<file path="src/rtl/load_use_stall_ctrl.sv">
// Load-use hazard interlock: freezes PC and IF/ID and injects ID/EX bubbles
// for STALL_CYCLES cycles when the ID instruction reads a register being loaded in EX.
//
// state | meaning
// IDLE  | no stall in progress; hazard detection live
// STALL | extra bubble cycles pending (STALL_CYCLES > 1 only); hazard ignored
module load_use_stall_ctrl #(
  parameter int unsigned STALL_CYCLES = 1
) (
  input  logic        clock,
  input  logic        reset,
  input  logic        id_ex_lw,
  input  logic [4:0]  id_ex_rt,
  input  logic [4:0]  if_id_rs,
  input  logic [4:0]  if_id_rt,
  input  logic        if_id_uses_rt,
  input  logic        if_id_valid,
  input  logic        flush,
  output logic        pc_write,
  output logic        if_id_write,
  output logic        id_ex_bubble,
  output logic        stall_active,
  output logic [15:0] stall_count
);

  localparam logic [0:0] IDLE  = 1'b0;
  localparam logic [0:0] STALL = 1'b1;
  localparam logic [1:0] REM_INIT = 2'(STALL_CYCLES - 1);

  logic [0:0] state, state_nxt;
  logic [1:0] rem, rem_nxt;
  logic       hazard;
  logic       bubble;

  // $0 is hardwired to zero, so a load targeting it can never feed a consumer.
  assign hazard = id_ex_lw & if_id_valid & ~flush & (id_ex_rt != 5'd0) &
                  ((id_ex_rt == if_id_rs) | (if_id_uses_rt & (id_ex_rt == if_id_rt)));

  always_comb begin
    bubble    = 1'b0;
    state_nxt = state;
    rem_nxt   = rem;
    if (reset) begin
      bubble    = 1'b0;
      state_nxt = IDLE;
      rem_nxt   = 2'd0;
    end else if (state == STALL) begin
      if (flush) begin
        state_nxt = IDLE;
        rem_nxt   = 2'd0;
      end else begin
        bubble = 1'b1;
        if (rem <= 2'd1) begin
          state_nxt = IDLE;
          rem_nxt   = 2'd0;
        end else begin
          rem_nxt = rem - 2'd1;
        end
      end
    end else if (hazard) begin
      bubble = 1'b1;
      if (STALL_CYCLES > 1) begin
        state_nxt = STALL;
        rem_nxt   = REM_INIT;
      end
    end
  end

  assign id_ex_bubble = bubble;
  assign pc_write     = ~bubble;
  assign if_id_write  = ~bubble;

  always_ff @(posedge clock or posedge reset) begin
    if (reset) begin
      state        <= IDLE;
      rem          <= 2'd0;
      stall_active <= 1'b0;
      stall_count  <= 16'd0;
    end else begin
      state        <= state_nxt;
      rem          <= rem_nxt;
      stall_active <= (state_nxt == STALL);
      if (bubble && (stall_count != 16'hFFFF))
        stall_count <= stall_count + 16'd1;
    end
  end

endmodule

</file>
<file path="config.mk">
export PLATFORM = sky130hd
export DESIGN_NAME = load_use_stall_ctrl
export DESIGN_NICKNAME = d
export VERILOG_FILES = /design/src/rtl/load_use_stall_ctrl.sv
export SDC_FILE = /design/constraint.sdc
export NUM_CORES = 1
export LEC_CHECK = 0
export CAP_MARGIN = 30
export CORE_MARGIN = 10
export CORE_UTILIZATION = 30
export DETAILED_ROUTE_END_ITERATION = 12
export PLACE_DENSITY = 0.58
export RECOVER_POWER = 25
export SLEW_MARGIN = 25
export SYNTH_ARGS = -nofsm -noshare
export SYNTH_HDL_FRONTEND = slang
export SYNTH_SLANG_ARGS = --single-unit
export TNS_END_PERCENT = 20
</file>
<file path="constraint.sdc">
create_clock -name clock -period 1.7 [get_ports clock]
set_input_delay 0.34 -clock clock [delete_from_list [all_inputs] [get_ports clock]]
set_output_delay 0.34 -clock clock [all_outputs]
set_load 0.01 [all_outputs]
</file>
; ---- After elaboration in Yosys (flattened, before gate mapping)
; Index checks and enable logic that the tools add are counted.
[op_classes]
mux = 12
n_div = 0
n_bitwise = 8
order_cmp = 1
n_eq_ne = 3
shift = 0
n_reduce_logical = 3
addsub = 2
multipliers = 0
[ops]
columns = operator, count
row1 = adder 16 x 1 -> 16 bit (second input constant), 1
row2 = != test 16 bit (second input constant), 1
row3 = == test 5 bit, 2
row4 = 2-to-1 mux 1 bit, 8
row5 = 2-to-1 mux 2 bit, 4
row6 = AND 1 bit, 5
row7 = nonzero test 5 bit, 1
row8 = <= comparator 2 x 1 -> 1 bit (second input constant), 1
row9 = NOT 1 bit, 2
row10 = nonzero test 2 bit, 1
row11 = subtractor 2 x 1 -> 2 bit (second input constant), 1
row12 = logical AND 1 bit, 1
row13 = bitwise OR 1 bit, 1
[totals]
mem_count = 0
latchBits = 0
word_cells = 32
romBits = 0
ramBits = 0
reg_bits = 19
in_bits = 21

; ---- Depth between registers and ports, before layout
; Gate-level depths: netlist of run 1.
[logic_depth]
depth_word = 8
depth_mapped = 8
ltp_nobuf = 7

; ---- Worst setup path after synthesis of run 1
; Ideal clock, no wire load.
[synth_timing]
path_type = register to register
from = register stall_count[0]
to = register stall_count[15]
t_required_ns = 1.621
setup_ns = 0.079
t_arrival_ns = 1.822
setup_slack_ns = -0.201
n_path_buf = 1
stages_incl_launch_ff = 8
cell_sequence = dfrtp_1 > ha_1 > nand2_1 > nor2_1 > a311o_2 > buf_6 > nor3_4 > xor2_1
[synth_between]
elab_chain_len = 2
word_cells_on_any_way = 3
[synth_lines]
columns = element, line_no
row1 = from (decl), 23  ; output logic [15:0] stall_count
row2 = from (signal assigned), 84  ; stall_count <= stall_count + 16'd1;
row3 = "parallel branches: the longest is 2 deep, another holds adder 16 x 1 -> 16 bit", -
; Several ways; the timed one is not identified.
; A chain may end at the register's enable or synchronous reset.

; ---- Worst setup path after layout of run 1
[layout_timing]
from = input port id_ex_rt[2]
to = register stall_count[1]
[layout_between]
elab_chain_len = 8
word_cells_on_any_way = 11
[layout_lines]
columns = element, line_no
row1 = from (decl), 13  ; input logic [4:0] id_ex_rt,
row2 = == test 5 bit, 37  ; ((id_ex_rt == if_id_rs) | (if_id_uses_rt & (id_ex_rt == if_id_rt)));
row3 = AND 1 bit, 37
row4 = bitwise OR 1 bit, 37
row5 = AND 1 bit *, 36  ; assign hazard = id_ex_lw & if_id_valid & ~flush & (id_ex_rt != 5'd0) &
row6 = 2-to-1 mux 1 bit *, 60  ; end else if (hazard) begin
row7 = 2-to-1 mux 1 bit *, 47  ; end else if (state == STALL) begin
row8 = 2-to-1 mux 1 bit *, 43  ; if (reset) begin
row9 = logical AND 1 bit *, 83  ; if (bubble && (stall_count != 16'hFFFF))
; Every way passes the cells marked *; elsewhere a longest branch is shown, timed or not.

==> reports/results.tsv, run 1 <==
metric	value	unit
clk slew on worst S/H paths	0.11	ns
DRT iter0 DRCs	18	
Final Hold Fails	0	
root buf cell	clkbuf_4	
Syn Area/Cell	10.3	um2
kind of critical path	primary input to flop	
TNS Setup	-1.05	ns
initial antenna violation count	0	
Seq cells post-synth	19	
Design Area, Final	1930	um2
Synth Warn #	0	
worst setup margin	-0.124	ns
placed cell areas	1830	um2
Initial Utilization	31.3	%
setup skew after layout	0.00410	ns
Inst Count DP	220	
Post-CTS Hold Fix Bufs	0	
IO Count	41	
crit path to	stall_count[1]$_DFFE_PP0P_	
CTS tree	done	
WL/cell	13.8	um
Hold WC Path Type	primary input to flop	
Final Non-Filler Cells	224	
sequential share of power	54.0	%
port buffer count	40	
Crit. End Element	flop	
internal power	651	uW
sequential fraction of the synthesis area	44.8	%
min cycle time layout	1.82	ns
commonest non-fill, non-tap cell in the layout	buf_4	
Worst Path Max Fanout	8	
Die Ht	79.5	um
Routed WL	3090	um
DRC violations left	0	
leading cell types in the layout, fill and taps excluded	31 x buf_4, 18 x dfrtp_1, 11 x xor2_1	
status	complete, but fails checks	
RSZ-0062 raised after global routing	yes	
Startpoint Class	primary input	
Vias	1006	
DR vias/cell	4.49	
Mapped Cells	103	
die area	6320	um2
fin crit share	107	%
worst skew pair latency	0.29	ns
clk buf depth	2	
Routed Antenna Nets	0	
library cells used by synthesis	24	
flop-to-flop setup slack	-0.04	ns
DIE WIDTH	79.5	um
Clk network pwr share	26.5	%
Inserted Diodes	0	
Setup violations, final	16	
switching power	205	uW
sw frac	23.9	%
worst vdd ir	0.269	mV
Core ar.	3390	um2
Slew @ Worst Pin	0.998	ns
Layout area overhead	81.4	%
largest net degree at the start of global routing	20	
worst path arrival time	2.01	ns
r2r worst-path depth	7	
Rows	21	
CP Data Required Time	1.89	ns
Post-Synthesis Net Count	125	
first-pass GRT wire length	5000	um
fraction of layout cells with a size suffix above 1	47.2	%
CTS buffer count	3	
max-slew violations	0	
Slew headroom	33.5	%
Pwr Density	444	nW/um2
fin nets	201	
crit path from	id_ex_rt[2]	
Max Cap Violations	0	
post-DP HPWL	2510	um
fmax	548	MHz
routability congestion estimate	0.832	
Leak	0.00113	uW
Total GRT Usage	9.76	%
drt first pass iters	4	
Sink Count	19	
RR Endpoint	stall_count[1]$_DFFE_PP0P_	
number of global-route vias before repair	1058	
gr ovfl total	0	
mapped cell area	1060	um2
fill count	298	
CTS HTree Levels	1	
Gate power share	19.4	%
RR Startpoint	stall_count[6]$_DFFE_PP0P_	
failing checks	setup timing	
worst max-delay path, stage by stage:
cell	delay (ns)
buf_8	0.10
xnor2_2	0.15
nand2_1	0.08
o22ai_2	0.18
a41oi_2	0.12
buf_4	0.15
a311o_2	0.42
buf_12	0.19
mux2_4	0.29
power groups by stage:
stage | Combinational [uW] | Sequential [uW] | Clock (uW)
after detailed placement | 167 | 472 | 0
after global routing | 181 | 464 | 256
final | 166 | 463 | 227
after CTS | 170 | 463 | 231
after global placement | 163 | 471 | 0
after floorplan | 54.9 | 478 | 0
repair_timing:
item / CTS / global route
setup buffers: 0 / 0
pin swaps: 23 / 9
resized for setup: 96 / 19
setup endpoints to repair: 20 / 30
state kept, by name (all words and copies together), names as in the netlist:
signal,cells
rem,2
state,1
stall_count,16
routing by layer:
metal  wire (um)  up-vias  track usage [%]
li1            -      500                -
met1        1310      468             12.0
met2        1520       36             15.5
met3         243        2             3.38
met4          17        0             3.23
met5           0        -                0
synth_stat cells (all sizes together):
library cell | n | share of area, %
a21oi | 1 | 0.47
a311o | 1 | 1.1
a41oi | 1 | 0.82
buf | 2 | 1.8
dfrtp | 19 | 45
ha | 1 | 1.2
inv | 5 | 1.8
mux2 | 3 | 3.2
nand2 | 10 | 3.5
nand2b | 2 | 1.2
nand3 | 7 | 3.3
nand4 | 3 | 1.8
nor2 | 8 | 2.8
nor3 | 9 | 7.2
nor3b | 1 | 0.71
nor4 | 3 | 2.9
o22ai | 1 | 0.59
or2 | 2 | 1.2
xnor2 | 13 | 11
xor2 | 11 | 9.1
cell families (layout without fill, tap and decap cells):
family / count (synthesis) / in the layout / share of synthesized area (%)
compound gates: 4 / 4 / 2.94
xor+xnor: 24 / 24 / 19.8
fa+ha+maj: 1 / 1 / 1.18
buf+inv: 7 / 82 / 3.53
flops: 19 / 19 / 44.8
mux: 3 / 3 / 3.18
simple gates: 45 / 45 / 24.6
per-stage QoR:
step	worst slack (ns)	util (%)	power (uW)	hold slack [ns]
floorplan	-0.0627	-	533	0.300
global route	-0.233	56.8	901	0.448
finish	-0.124	56.8	856	0.446
global placement	-0.946	54.0	634	0.496
CTS	-0.189	55.2	864	0.363
detailed placement	-1.00	54.0	639	0.514
worst min-delay path by stage:
stage	from	endpoint	slack [ns]	depth (start not counted)
3_3_place_gp	rem[1]$_DFFE_PP0P_	rem[1]$_DFFE_PP0P_	0.50	2
5_1_grt	flush	state$_DFF_PP0_	0.45	3
3_5_place_dp	rem[1]$_DFFE_PP0P_	rem[1]$_DFFE_PP0P_	0.51	2
6_report	flush	state$_DFF_PP0_	0.45	3
4_1_cts	reset	rem[0]$_DFFE_PP0P_	0.36	4
2_1_floorplan	reset	rem[0]$_DFFE_PP0P_	0.30	1
cell type report:
class                      instances  area [um2]  area share (%)
clock buffer                       4        26.3            1.36
multi-input combinational         77         693            36.0
timing repair buffer              73         654            34.0
inverter                           5        18.8           0.974
sequential                        19         477            24.7
tap                               46        57.6            2.99
(Power assumes the default switching activity.)
==> run 2, diff against run 1 <==
--- a/config.mk
+++ b/config.mk
@@ -9,7 +9,7 @@
 export CORE_MARGIN = 10
 export CORE_UTILIZATION = 30
 export DETAILED_ROUTE_END_ITERATION = 12
-export PLACE_DENSITY = 0.58
+export PLACE_DENSITY = 0.56
 export RECOVER_POWER = 25
 export SLEW_MARGIN = 25
 export SYNTH_ARGS = -nofsm -noshare
==> constraint.sdc (replaced) <==
create_clock -name clock -period 2.19 [get_ports clock]
set_input_delay 0.438 -clock clock [delete_from_list [all_inputs] [get_ports clock]]
set_output_delay 0.438 -clock clock [all_outputs]
set_load 0.01 [all_outputs]
==> run 2 against run 1 <==
Compared with the run above: the flow now finishes without violations; wire length is 2.1% higher; non-clock buffer count shrank 22; first-iteration DRC count increased by 100%; core utilization is 7.8 points lower; power decreased by 25%; critical endpoint is now id_ex_bubble; highest routed layer unchanged.
==> reports/results.tsv, run 2 (same netlist as run 1, synthesis figures left out) <==
metric	value	unit
worst vdd ir	0.316	mV
Worst Path Max Fanout	4	
root buf cell	clkbuf_4	
drt first pass iters	4	
CTS HTree Levels	1	
Initial Utilization	31.3	%
kind of critical path	primary input to primary output	
Leak	0.000804	uW
fraction of layout cells with a size suffix above 1	34.4	%
fin nets	180	
Hold WC Path Type	flop to flop	
Final Hold Fails	0	
IO Count	41	
commonest non-fill, non-tap cell in the layout	clkdlybuf4s50_1	
DR vias/cell	4.67	
setup skew after layout	0.00259	ns
Vias	948	
Hold Path Stages	1	
Setup violations, final	0	
clk buf depth	2	
max reg flops	16	
port buffer count	40	
clk slew on worst S/H paths	0.11	ns
Largest regs	stall_count: 16 flops, rem: 2 flops, state: 1 flops	
Total GRT Usage	10.2	%
leading cell types in the layout, fill and taps excluded	21 x clkdlybuf4s50_1, 19 x dfrtp_1, 11 x xor2_1	
number of global-route vias before repair	1075	
WL/cell	15.5	um
Core ar.	3390	um2
Inserted Diodes	0	
gr ovfl total	0	
initial antenna violation count	0	
Die Ht	79.5	um
Crit. End Element	primary output	
Max Cap Violations	0	
Rows	21	
max-slew violations	0	
Startpoint Class	primary input	
placed cell areas	1580	um2
largest net degree at the start of global routing	20	
DIE WIDTH	79.5	um
CTS buffer count	3	
Post-CTS Hold Fix Bufs	0	
fmax	472	MHz
CTS tree	done	
Slew headroom	33.3	%
CP Data Required Time	1.75	ns
Pwr Density	388	nW/um2
die area	6320	um2
Inst Count DP	197	
Layout area overhead	56.7	%
status	finished, final reports clean	
RSZ-0062 raised after global routing	no	
Routed Antenna Nets	0	
Slew @ Worst Pin	1.00	ns
routability congestion estimate	0.797	
worst skew pair latency	0.29	ns
fin crit share	96.8	%
min cycle time layout	2.12	ns
r2r worst-path depth	7	
Routed WL	3150	um
first-pass GRT wire length	5230	um
DRC violations left	0	
Sink Count	19	
post-DP HPWL	2350	um
Final Non-Filler Cells	203	
worst path arrival time	1.68	ns
Reg with most FFs	stall_count	
hold_ws	0.506	ns
DRT iter0 DRCs	36	
Design Area, Final	1660	um2
fill count	330	
run 2: final cells by class:
| type | instances | area (um2) | area share [%] |
|---|---|---|---|
| multi-input combinational | 78 | 656 | 39.4 |
| timing repair buffer | 51 | 429 | 25.8 |
| tap | 46 | 57.6 | 3.46 |
| inverter | 5 | 18.8 | 1.13 |
| clock buffer | 3 | 22.5 | 1.35 |
| sequential | 19 | 475 | 28.6 |
| clock inverter | 1 | 5.00 | 0.301 |
run 2: worst paths after layout:
kind                                       startpoint                           to  slack, ns
max                                             reset                 id_ex_bubble       0.07
min in group asynchronous                       reset  stall_count[11]$_DFFE_PP0P_       0.83
min                        stall_count[5]$_DFFE_PP0P_   stall_count[5]$_DFFE_PP0P_       0.51
min reg2reg                stall_count[5]$_DFFE_PP0P_   stall_count[5]$_DFFE_PP0P_       0.51
max reg2reg                stall_count[3]$_DFFE_PP0P_   stall_count[1]$_DFFE_PP0P_       0.19
max in group asynchronous                       reset   stall_count[2]$_DFFE_PP0P_       0.77
run 2: layer usage:
metal / up-vias / track usage [%] / part of all wire [%]
met1: 454 / 12.5 / 45
li1: 459 / - / -
met5: - / 0 / 0
met3: 2 / 2.93 / 7.0
met2: 33 / 16.4 / 47
met4: 0 / 3.76 / 0.48
run 2: repair_timing:
| action | 4_1_cts | 5_1_grt |
|---|---|---|
| gates resized for setup | 47 | 35 |
| gates cloned | 1 | 0 |
| endpoints found under the hold margin | 0 | 0 |
| setup endpoints to repair | 19 | 16 |
| buffers inserted | 1 | 0 |
| pin swaps | 18 | 18 |
run 2: power breakdown:
| group | internal (uW) | switching, uW |
|---|---|---|
| Sequential | 356 | 6.54 |
| Combinational | 62.8 | 43.4 |
| Clock | 67.9 | 110 |
run 2: worst max-delay path, stage by stage:
cell	delay, ns
clkdlybuf4s50_1	0.44
or2_2	0.34
or2_4	0.28
inv_1	0.06
buf_2	0.13
run 2: metrics by stage:
step	setup slack (ns)	total power [uW]	util, %	TNS, ns
final	0.0703	646	49.1	0
after global routing	0.00226	691	49.1	0
after CTS	0.00123	649	49.1	0
after detailed placement	-0.781	472	46.5	-9.60
after global placement	-0.693	470	46.5	-8.57
after floorplan	0.284	406	-	0
